$ cat config.mk
export PLATFORM = sky130hd
export DESIGN_NAME = regfile_flags
export DESIGN_NICKNAME = d
export VERILOG_FILES = /design/src/rtl/regfile_flags.sv
export SDC_FILE = /design/constraint.sdc
export NUM_CORES = 1
export LEC_CHECK = 0
export ABC_AREA = 1
export CAP_MARGIN = 20
export CORE_MARGIN = 3
export CORE_UTILIZATION = 30
export DETAILED_ROUTE_END_ITERATION = 6
export SLEW_MARGIN = 20
export SYNTH_ARGS = -nofsm -noshare
export SYNTH_HDL_FRONTEND = slang
export SYNTH_SLANG_ARGS = --single-unit
$ cat constraint.sdc
create_clock -name clk -period 14.89 [get_ports clk]
set_input_delay 2.978 -clock clk [delete_from_list [all_inputs] [get_ports clk]]
set_output_delay 2.978 -clock clk [all_outputs]
set_load 0.05 [all_outputs]
$ cat src/rtl/regfile_flags.sv
// Register file (R0 hardwired to zero) with two combinational read ports and one write
// port, plus the C/Z status flag register that feeds the ALU carry-in and branch logic.
module regfile_flags #(
    parameter int DATA_W = 16,
    parameter int NREGS  = 16,
    parameter int ADDR_W = 4
) (
    input  logic              clk,
    input  logic              rst,
    input  logic [ADDR_W-1:0] ra_addr,
    input  logic [ADDR_W-1:0] rb_addr,
    output logic [DATA_W-1:0] ra_data,
    output logic [DATA_W-1:0] rb_data,
    input  logic              we,
    input  logic [ADDR_W-1:0] wa_addr,
    input  logic [DATA_W-1:0] wd,
    input  logic              flag_we,
    input  logic [2:0]        aluop,
    input  logic              c_in,
    input  logic              z_in,
    output logic              c_flag,
    output logic              z_flag
);

    logic [DATA_W-1:0] regs [NREGS];
    logic              carry_op;

    // Logical ops (100/101/110) leave carry untouched; add/sub and ror update it.
    assign carry_op = (aluop[2] == 1'b0) || (aluop == 3'b111);

    // No write-to-read bypass: a read in the write cycle sees the old contents.
    assign ra_data = (ra_addr == '0) ? '0 : regs[ra_addr];
    assign rb_data = (rb_addr == '0) ? '0 : regs[rb_addr];

    always_ff @(posedge clk or posedge rst) begin
        if (rst) begin
            for (int i = 0; i < NREGS; i++) begin
                regs[i] <= '0;
            end
        end else if (we && (wa_addr != '0)) begin
            regs[wa_addr] <= wd;
        end
    end

    always_ff @(posedge clk or posedge rst) begin
        if (rst) begin
            c_flag <= 1'b0;
            z_flag <= 1'b0;
        end else if (flag_we) begin
            z_flag <= z_in;
            if (carry_op) begin
                c_flag <= c_in;
            end
        end
    end

endmodule
# Word-level counts from Yosys, hierarchy flattened
# Index checks and enable logic that the tools add are counted.
totals:
  reg_bits: 258
  word_cells: 45
  output_inout_bits: 34
classes:
  n_bitwise: 4
  n_reduce_logical: 7
  n_eq_ne: 1
  muxes: 11
  magnitude_cmp: 4
ops:
  columns: ["op", "n"]
  rows:
  - ["bitwise mux 256 bit", 1]
  - ["binary-select mux 16 bit (select 4 bit)", 2]
  - ["two-way mux 16 bit", 7]
  - ["demux 16 bit (select 4 bit)", 1]
  - [">= comparator 5 bit (second input constant)", 3]
  - ["NOT 4 -> 5 bit", 3]
  - ["logical NOT 4 bit", 2]
  - ["< comparator 5 x 1 -> 1 bit (second input constant)", 1]
  - ["nonzero test 4 bit", 1]
  - ["equality test 3 bit (second input constant)", 1]
  - ["logical AND 1 bit", 2]
  - ["AND reduction 2 bit", 1]
  - ["logical OR 1 bit", 1]
  - ["NOT 1 bit", 1]

# Logic depth before layout (Yosys ltp)
# Gate-level depths: netlist of run 1.
logic_depth:
  word_depth: 6
  mapped_depth: 10

# Worst setup path before layout of run 1
# Ideal clock, no wire load.
synth_timing:
  path_kind: "input to output"
  start: "in rb_addr[3]"
  end: "out rb_data[13]"
  t_required_ps: 11912
  n_path_buf: 2
  arrival_time_ps: 4546
  cell_stages: 7
  path_slack_ps: 7366
  cell_sequence: "buf_4 nor2_1 buf_2 nand2_1 nand2_1 inv_1 a21oi_1"
synth_via:
  elab_chain_cells: 5
  word_cells_on_any_way: 6
  cone_classes: "mux: 4; bitwise: 1; reduce/logical: 1"
synth_lines:
  columns: ["element", "line", "rtl"]
  rows:
  - ["start: declaration", "11", "input logic [ADDR_W-1:0] rb_addr,"]
  - ["NOT 4 -> 5 bit (implied by the code)", "33", "assign rb_data = (rb_addr == '0) ? '0 : regs[rb_addr];"]
  - ["binary-select mux 16 bit (select 4 bit)", "33", null]
  - ["two-way mux 16 bit (implied by the code) (2 in a row)", "33", null]
  - ["two-way mux 16 bit (*)", "33", null]
  - ["end: declaration", "13", "output logic [DATA_W-1:0] rb_data,"]
# Mark *: on every way between the ends. The rest lies on a longest branch, timed or not. The select of a mux whose other input is x is not followed.

# Final worst setup path of run 1
layout_timing:
  start: "in rb_addr[2]"
  end: "out rb_data[13]"
# Same word-level chain as after synthesis.

==> impl_metrics.yaml, run 1 <==
status:
  outcome: "completed"
min_path:
  min_path_type: "flip-flop to flip-flop"
  hold_path_end: "regs[243]$_DFFE_PP0P_"
  hold_start: "regs[243]$_DFFE_PP0P_"
  min_path_cells: 0
worst_setup_path:
  cp-end-kind: "primary output"
  reg2reg_depth: 2
  reg2reg_slack_ps: 14140
  crit_chain: "clkdlybuf4s50_1, buf_4, inv_2, nor2_2, nand2_1, nand2_1, inv_1, a21oi_1, clkdlybuf4s50_1"
  critical-path-top-delay-family: "buffers and inverters"
  cp.required_ps: 11910
  critPathSlowestCell: "clkdlybuf4s50_1"
  path_buf_inv: 5
  critPathMaxStageDelay_ps: 900
  cp.arrival_ps: 6690
  cp_max_fo: 19
  r2r-end: "regs[147]$_DFFE_PP0P_"
  rr_startpoint: "regs[147]$_DFFE_PP0P_"
  crit_type: "input pin to primary output"
  cp-start-kind: "input pin"
global_route:
  busiest_layer: "met2"
  grt_overflow: 0
  grt_pass1_vias: 14200
  grt_max_degree: 125
  grt_use_met3_pct: 3.68
  grt.total_usage_pct: 19.0
  antenna_found_initial: 5
  grtUsageMet1_pct: 27.8
  grt_pass1_wl_um: 80800
  met2_usage_pct: 28.1
synthesis:
  netlist_instances: 2322
  syn_area_mm2: 0.0152
  synth_top_area_cell: "dfrtp_1"
  ys_top_cells_by_area: "dfrtp_1, nand2_1, nand3_1"
  synth_fp_nets: 2359
  ys_types: 21
  synth_seq_area_share_pct: 42.4
  synth_seq_cells: 258
  yosys_warnings: 0
  netlist.area_leader.share_pct: 42.4
  synth.avg_cell_area_um2: 6.56
timing:
  rsz0062_at_grt: "no"
  finalSetupViolCount: 0
  period_minus_slack_ps: 9660
  timing.fmax_mhz: 103
  hold_viol: 0
  relSlewSlack_pct: 25.7
  worst_clock_skew_ps: 0
  final_max_slew_viol_count: 0
  fin_setup_tns_ps: 0
  post-route-period-util_pct: 64.9
  worst_slew_pin_slew_ps: 1110
routing:
  ant_nets: 0
  vias_per_cell: 5.02
  first_iter_violations: 1798
  drc: 0
  wl_per_cell_um: 17.3
  via_count: 14900
  drt_pass1_iterations: 6
  wl_um: 51500
pwr:
  power_frac_clock_pct: 34.9
  peakVddDrop_mv: 0.0883
  p_int_mw: 1.51
  pwr-share-comb_pct: 25.3
  leakage_nw: 8.93
  p_sw_share_pct: 33.7
  powerDensity_mw_per_mm2: 131
  p_seq_share_pct: 39.8
  switchingPower_mw: 0.767
  power_mw: 2.27
place:
  placed_area_mm2: 0.0162
  place_inst: 2911
  gp_congestion: 0.858
  dp_hpwl_um: 32500
  port_buffers: 70
floorplan:
  io_pins: 71
  core_mm2: 0.0496
  rows: 81
  start_util_pct: 30.8
  die_h_um: 231
  die_area_mm2: 0.0535
  die_w_um: 231
clock_network:
  h-tree-depth: 1
  cts_hold_buf: 0
  root_buffer: "clkbuf_16"
  cts_buffers: 31
  cts.clk_slew.worst_paths_ps: 60
  postCtsResizedCells: 0
  clk_latency_ps: 580
  ctsLongestPathBuffers: 3
  cts_tree: "done"
  clock_sinks: 258
  post_cts_buffers: 0
cells_and_area:
  fin_nets: 2317
  area_growth_pct: 13.5
  fin_area_mm2: 0.0173
  stdcell_count: 2970
  layout-drive-gt1-share_pct: 5.16
flow_run:
  maxCapViolations: 0
==> state kept, by name (all words and copies together) (netlist names) <==
signal / count
regs: 256
z_flag: 1
c_flag: 1
==> through the flow <==
step,hold WS (ps),setup WS [ps],util [%]
4_1_cts,379,5320,34.9
3_3_place_gp,365,5320,32.7
3_5_place_dp,366,5340,32.7
6_report,374,5230,34.9
2_1_floorplan,429,4810,-
5_1_grt,386,5250,34.9
==> synthesized netlist by cell type <==
| cell type | count |
|---|---|
| a21oi_1 | 27 |
| nand3_1 | 356 |
| inv_1 | 310 |
| nor4_4 | 2 |
| buf_1 | 12 |
| inv_2 | 8 |
| a21oi_2 | 6 |
| buf_6 | 2 |
| nand2_2 | 1 |
| dfrtp_1 | 258 |
| nor2_1 | 4 |
| nand2_1 | 924 |
| clkbuf_1 | 77 |
| o21ai_1 | 25 |
| nor3_4 | 3 |
| a31oi_1 | 1 |
| mux2_2 | 1 |
| buf_2 | 81 |
| buf_4 | 3 |
| nor2_2 | 6 |
| o21ai_0 | 215 |
==> power groups by stage <==
stage / Combinational, mW / Sequential, mW / Clock, mW
finish: 0.576 / 0.904 / 0.794
global route: 0.655 / 0.919 / 0.841
floorplan: 0.418 / 0.901 / 0
global placement: 0.558 / 0.911 / 0
detailed placement: 0.570 / 0.915 / 0
CTS: 0.572 / 0.904 / 0.811
==> cells by family (layout without fill, tap and decap cells) <==
family,Yosys count,in the layout,synth area share [%]
and+or+nand+nor,1296,1296,35.4
buffers and inverters,493,476,13.0
AOI/OAI and AO/OA,274,274,9.15
DFF,258,258,42.4
muxes,1,1,0.0739
other,0,1,0
==> cell usage in the layout (no fill, tap or decap), types with 4 or more instances in the layout <==
cell | Yosys | layout
a21oi_1 | 27 | 27
nand2_1 | 924 | 924
nor2_2 | 6 | 7
clkbuf_8 | 0 | 7
o21ai_1 | 25 | 25
bufinv_16 | 0 | 4
buf_4 | 3 | 31
nand3_1 | 356 | 356
clkbuf_16 | 0 | 31
o21ai_0 | 215 | 215
dfrtp_1 | 258 | 258
inv_2 | 8 | 4
clkinv_2 | 0 | 12
inv_1 | 310 | 309
a21oi_2 | 6 | 6
clkdlybuf4s50_1 | 0 | 66
==> routing by layer <==
| layer | wire (um) | up-vias |
|---|---|---|
| met2 | 21500 | 758 |
| met5 | 55 | - |
| met3 | 5500 | 109 |
| met1 | 23000 | 6976 |
| met4 | 1460 | 8 |
| li1 | - | 7072 |
==> final cells by class <==
cell class | instances | area (um2)
Fill cell | 5267 | 32300
Antenna cell | 1 | 2.50
Sequential cell | 258 | 6460
Clock inverter | 18 | 203
Multi-Input combinational cell | 1571 | 6810
Inverter | 318 | 1210
Tap cell | 664 | 831
Timing Repair Buffer | 100 | 915
Clock buffer | 40 | 880
==> how the worst max path moves through the flow <==
stage                               to  startpoint  cells after the start
finish                     rb_data[13]  rb_addr[2]                      9
global route               rb_data[13]  rb_addr[2]                      9
CTS                        rb_data[13]  rb_addr[2]                      9
detailed placement         rb_data[13]  rb_addr[2]                      9
global placement           rb_data[13]  rb_addr[2]                      9
floorplan           c_flag$_DFFE_PP0P_         rst                      1
Note: power is estimated with default switching activity, not from simulation.
==> inputs of run 2 (changes only) <==
- clock period: 14.89 -> 8.12 ns (I/O delays scaled with it)
==> run 2 against run 1 <==
Critical path depth is 1 lower. Sequential share of layout area is 0.35 points higher. Cell area is 0.93% lower. Power is 74% higher. Flip-flop and latch count stayed put. Wire length is 0.34% lower. Global-route usage is 0.099 points lower. Via count hardly changed. Die area stayed put. Core utilization is 0.33 points lower. First-iteration DRC count is 21% higher. Critical path type unchanged. Highest routed layer is now met4.
==> impl_metrics.yaml, run 2 (synthesis gave the netlist of run 1 again) <==
timing:
  relSlewSlack_pct: 28.9
  rsz0062_at_grt: "no"
  final_max_slew_viol_count: 0
  worst_slew_pin_slew_ps: 1060
  fin_setup_tns_ps: 0
  period_minus_slack_ps: 6560
  worst_clock_skew_ps: 0
  whs_ps: 379
  timing.fmax_mhz: 152
  post-route-period-util_pct: 80.8
  finalSetupViolCount: 0
  hold_viol: 0
worst_setup_path:
  reg2reg_slack_ps: 7380
  path_buf_inv: 4
  crit_type: "input pin to primary output"
  cp-endpoint: "ra_data[14]"
  cp.arrival_ps: 4930
  r2r-end: "z_flag$_DFFE_PP0P_"
  cp_max_fo: 17
  cp.required_ps: 6500
  critPathMaxStageDelay_ps: 890
  startpoint: "ra_addr[2]"
  rr_startpoint: "z_flag$_DFFE_PP0P_"
  cp-start-kind: "input pin"
  cp-end-kind: "primary output"
  cp_num_cells: 8
  reg2reg_depth: 1
  critical-path-top-delay-family: "buffers and inverters"
  crit_chain: "clkdlybuf4s50_1, inv_2, nor2_2, nand2_1, nand2_1, inv_1, a21oi_1, clkdlybuf4s50_1"
  critPathSlowestCell: "clkdlybuf4s50_1"
cells_and_area:
  area_growth_pct: 12.5
  nFillCells: 5210
  fin_nets: 2318
  final_common_cell: "nand2_1"
  multiInputGateArea_mm2: 0.00682
  largest_reg_flops: 256
  reg_top3: "regs (256), c_flag (1), z_flag (1)"
  largest_register: "regs"
  register_area_mm2: 0.00646
  layout-drive-gt1-share_pct: 4.65
  final_util_pct: 34.6
  final_cell_mix: "nand2_1, nand3_1, inv_1, dfrtp_1, o21ai_0"
floorplan:
  die_area_mm2: 0.0535
  start_util_pct: 30.8
  core_mm2: 0.0496
  rows: 81
  die_w_um: 231
  io_pins: 71
  die_h_um: 231
status:
  outcome: "completed"
clock_network:
  postCtsResizedCells: 0
  cts_tree: "done"
  clk_latency_ps: 540
  root_buffer: "clkbuf_16"
  cts_buffers: 29
  post_cts_buffers: 0
  clock_sinks: 258
  cts.clk_slew.worst_paths_ps: 60
  ctsLongestPathBuffers: 3
  cts_hold_buf: 0
  h-tree-depth: 1
global_route:
  antenna_found_initial: 0
  grt_pass1_wl_um: 80400
  grtUsageMet1_pct: 28.8
  grt_max_degree: 157
  met2_usage_pct: 26.6
  grt_use_met3_pct: 4.44
  busiest_layer: "met1"
  grt_overflow: 0
  grt_pass1_vias: 13800
  grt.total_usage_pct: 18.9
pwr:
  leakage_nw: 8.83
  peakVddDrop_mv: 0.187
  powerDensity_mw_per_mm2: 231
routing:
  ant_nets: 0
  first_iter_violations: 2177
  vias_per_cell: 5.03
  via_count: 14900
  drt_pass1_iterations: 6
  drc: 0
  wl_per_cell_um: 17.3
  wl_um: 51300
place:
  port_buffers: 70
  gp_congestion: 0.907
  dp_hpwl_um: 33100
flow_run:
  maxCapViolations: 0
min_path:
  min_path_type: "flip-flop to flip-flop"
-- run 2: worst min-delay path by stage --
stage / start / endpoint / cells after the start
floorplan: regs[240]$_DFFE_PP0P_ / regs[240]$_DFFE_PP0P_ / 1
global placement: regs[246]$_DFFE_PP0P_ / regs[246]$_DFFE_PP0P_ / 0
detailed placement: regs[250]$_DFFE_PP0P_ / regs[250]$_DFFE_PP0P_ / 0
CTS: regs[250]$_DFFE_PP0P_ / regs[250]$_DFFE_PP0P_ / 0
global route: regs[248]$_DFFE_PP0P_ / regs[248]$_DFFE_PP0P_ / 0
finish: regs[242]$_DFFE_PP0P_ / regs[242]$_DFFE_PP0P_ / 0
-- run 2: final cells by class --
cell class	instances	share of cell area (%)
Timing Repair Buffer	103	5.59
Antenna cell	1	0.0146
Inverter	318	7.01
Clock inverter	5	0.175
Multi-Input combinational cell	1571	39.8
Sequential cell	258	37.7
Tap cell	664	4.85
Clock buffer	45	4.93
-- run 2: per-layer routing --
layer	up-vias	part of all wire [%]
li1	7081	-
met1	7015	46
met2	759	41
met3	72	11
met4	0	2.0
met5	-	0
-- run 2: where the power goes --
part | internal [mW] | switching, mW | leakage, nW
sequential | 1.54 | 0.118 | 3.26
clock | 0.707 | 0.524 | 0.424
combinational | 0.340 | 0.730 | 5.15
total | 2.59 | 1.37 | 8.83
-- run 2: stage by stage --
stage / worst slack (ps) / instance area [um2] / cells / power (mW)
global placement: 1630 / 16300 / 2914 / 2.70
floorplan: 3100 / 15200 / 2322 / 2.42
CTS: 1580 / 17100 / 2964 / 3.97
global route: 1420 / 17100 / 2964 / 4.21
finish: 1560 / 17100 / 2965 / 3.96
detailed placement: 1580 / 16300 / 2914 / 2.73
==> inputs of run 3 (changes only) <==
- clock period: 8.12 -> 6.7 ns (I/O delays scaled with it)
==> run 3 against run 2 <==
Wire length shrank 2.5%. Global-route usage shrank 0.25 points. Final cell count grew 0.20%. Highest routed layer unchanged. Sequential share of layout area shrank 0.26 points. Critical path depth shrank 2. Worst setup slack lost 580 ps. Power grew 23%. Count of clock-buffer cells in the layout shrank 1. Non-clock buffer count grew 3. Register-to-register slack lost 1400 ps.
==> impl_metrics.yaml, run 3 (synthesis gave the netlist of run 1 again) <==
cells_and_area:
  register_area_mm2: 0.00646
  n_antenna_cell: 0
  multiInputGateArea_mm2: 0.00681
  final_cell_mix: "nand2_1, nand3_1, inv_1, dfrtp_1, o21ai_0"
  final_util_pct: 34.8
  area_growth_pct: 13.3
  fin_nets: 2322
  reg_top3: "regs (256), c_flag (1), z_flag (1)"
  final_common_cell: "nand2_1"
  largest_reg_flops: 256
  nFillCells: 5202
  largest_register: "regs"
  layout-drive-gt1-share_pct: 5.03
global_route:
  grt_max_degree: 177
  grt_pass1_vias: 13900
  grt.total_usage_pct: 18.7
  grt_overflow: 0
  antenna_found_initial: 2
  grt_pass1_wl_um: 79400
worst_setup_path:
  cp-start-kind: "input pin"
  cp-endpoint: "rb_data[7]"
  crit_type: "input pin to primary output"
  rr_startpoint: "z_flag$_DFFE_PP0P_"
  startpoint: "rb_addr[0]"
  cp.required_ps: 5360
  cp-end-kind: "primary output"
  r2r-end: "z_flag$_DFFE_PP0P_"
  cp.arrival_ps: 4380
  reg2reg_depth: 1
  reg2reg_slack_ps: 5970
  cp_max_fo: 68
floorplan:
  die_w_um: 231
  die_area_mm2: 0.0535
  core_mm2: 0.0496
  start_util_pct: 30.8
  io_pins: 71
  rows: 81
  die_h_um: 231
timing:
  relSlewSlack_pct: 31.3
  worst_clock_skew_ps: 0
  post-route-period-util_pct: 85.4
  hold_viol: 0
  rsz0062_at_grt: "no"
  final_max_slew_viol_count: 0
  fin_setup_tns_ps: 0
  timing.fmax_mhz: 175
  whs_ps: 376
  worst_slew_pin_slew_ps: 1030
  period_minus_slack_ps: 5720
  finalSetupViolCount: 0
routing:
  first_iter_violations: 1757
  top_layer: "met4"
  wl_met2_um: 20600
  wl_per_cell_um: 16.8
  wl_um: 50000
  vias_per_cell: 5.00
  met1Wirelength_um: 23300
  drc: 0
  via_count: 14900
  ant_nets: 0
  wl_met3_um: 5040
  drt_pass1_iterations: 6
status:
  outcome: "completed"
clock_network:
  post_cts_buffers: 0
  cts_tree: "done"
  cts.clk_slew.worst_paths_ps: 60
  cts_hold_buf: 0
  cts_buffers: 30
  clock_sinks: 258
  postCtsResizedCells: 0
  root_buffer: "clkbuf_16"
  ctsLongestPathBuffers: 3
  h-tree-depth: 1
  clk_latency_ps: 570
pwr:
  peakVddDrop_mv: 0.188
  leakage_nw: 8.91
  power_mw: 4.86
  powerDensity_mw_per_mm2: 282
place:
  dp_hpwl_um: 31000
  port_buffers: 70
  gp_congestion: 0.867
min_path:
  min_path_type: "flip-flop to flip-flop"
flow_run:
  maxCapViolations: 0
-- run 3: cell types whose count changed in the layout (fill, tap and decap cells not counted), sizes merged --
cell	before	now
clkdlybuf4s50	66	63
diode	1	0
clkinv	3	7
clkbuf	45	44
buf	37	43
bufinv	0	1
clkinvlp	3	2
inv	317	318
-- run 3: where the power goes --
group          internal (mW)  switching [mW]  leakage, nW  total (mW)
Sequential              1.87           0.143         3.26        2.01
Clock                  0.917           0.658        0.462        1.57
Combinational          0.414           0.862         5.19        1.28
-- run 3: how the worst min path moves through the flow --
stage / slack (ps) / from / depth (start not counted) / end
finish: 380 / regs[245]$_DFFE_PP0P_ / 0 / regs[245]$_DFFE_PP0P_
CTS: 380 / regs[243]$_DFFE_PP0P_ / 0 / regs[243]$_DFFE_PP0P_
global route: 390 / regs[253]$_DFFE_PP0P_ / 0 / regs[253]$_DFFE_PP0P_
global placement: 360 / regs[244]$_DFFE_PP0P_ / 0 / regs[244]$_DFFE_PP0P_
floorplan: 430 / regs[240]$_DFFE_PP0P_ / 1 / regs[240]$_DFFE_PP0P_
detailed placement: 370 / regs[244]$_DFFE_PP0P_ / 0 / regs[244]$_DFFE_PP0P_
-- run 3: critical path: stages --
cell and delay (ps):
buf_4 620, buf_4 710, nor4_4 160, buf_4 240, a21oi_1 320, clkdlybuf4s50_1 880
-- run 3: final cells by class --
class	instances	area share, %
Inverter	318	6.97
Clock inverter	10	0.471
Timing Repair Buffer	106	5.93
Multi-Input combinational cell	1571	39.5
Sequential cell	258	37.4
Tap cell	664	4.81
Clock buffer	44	4.95
-- run 3: per-stage QoR --
stage	cells	setup WS (ps)	cell area [um2]
after global placement	2917	984	16300
after floorplan	2322	1960	15200
after CTS	2971	1010	17300
final	2971	981	17300
after detailed placement	2917	1010	16300
after global routing	2971	816	17300
-- run 3: routing by layer --
| layer | GRT usage [%] | vias to the layer above |
|---|---|---|
| li1 | - | 7085 |
| met1 | 28.1 | 6985 |
| met2 | 27.3 | 712 |
| met3 | 3.71 | 70 |
| met4 | 4.53 | 0 |
| met5 | 0 | - |
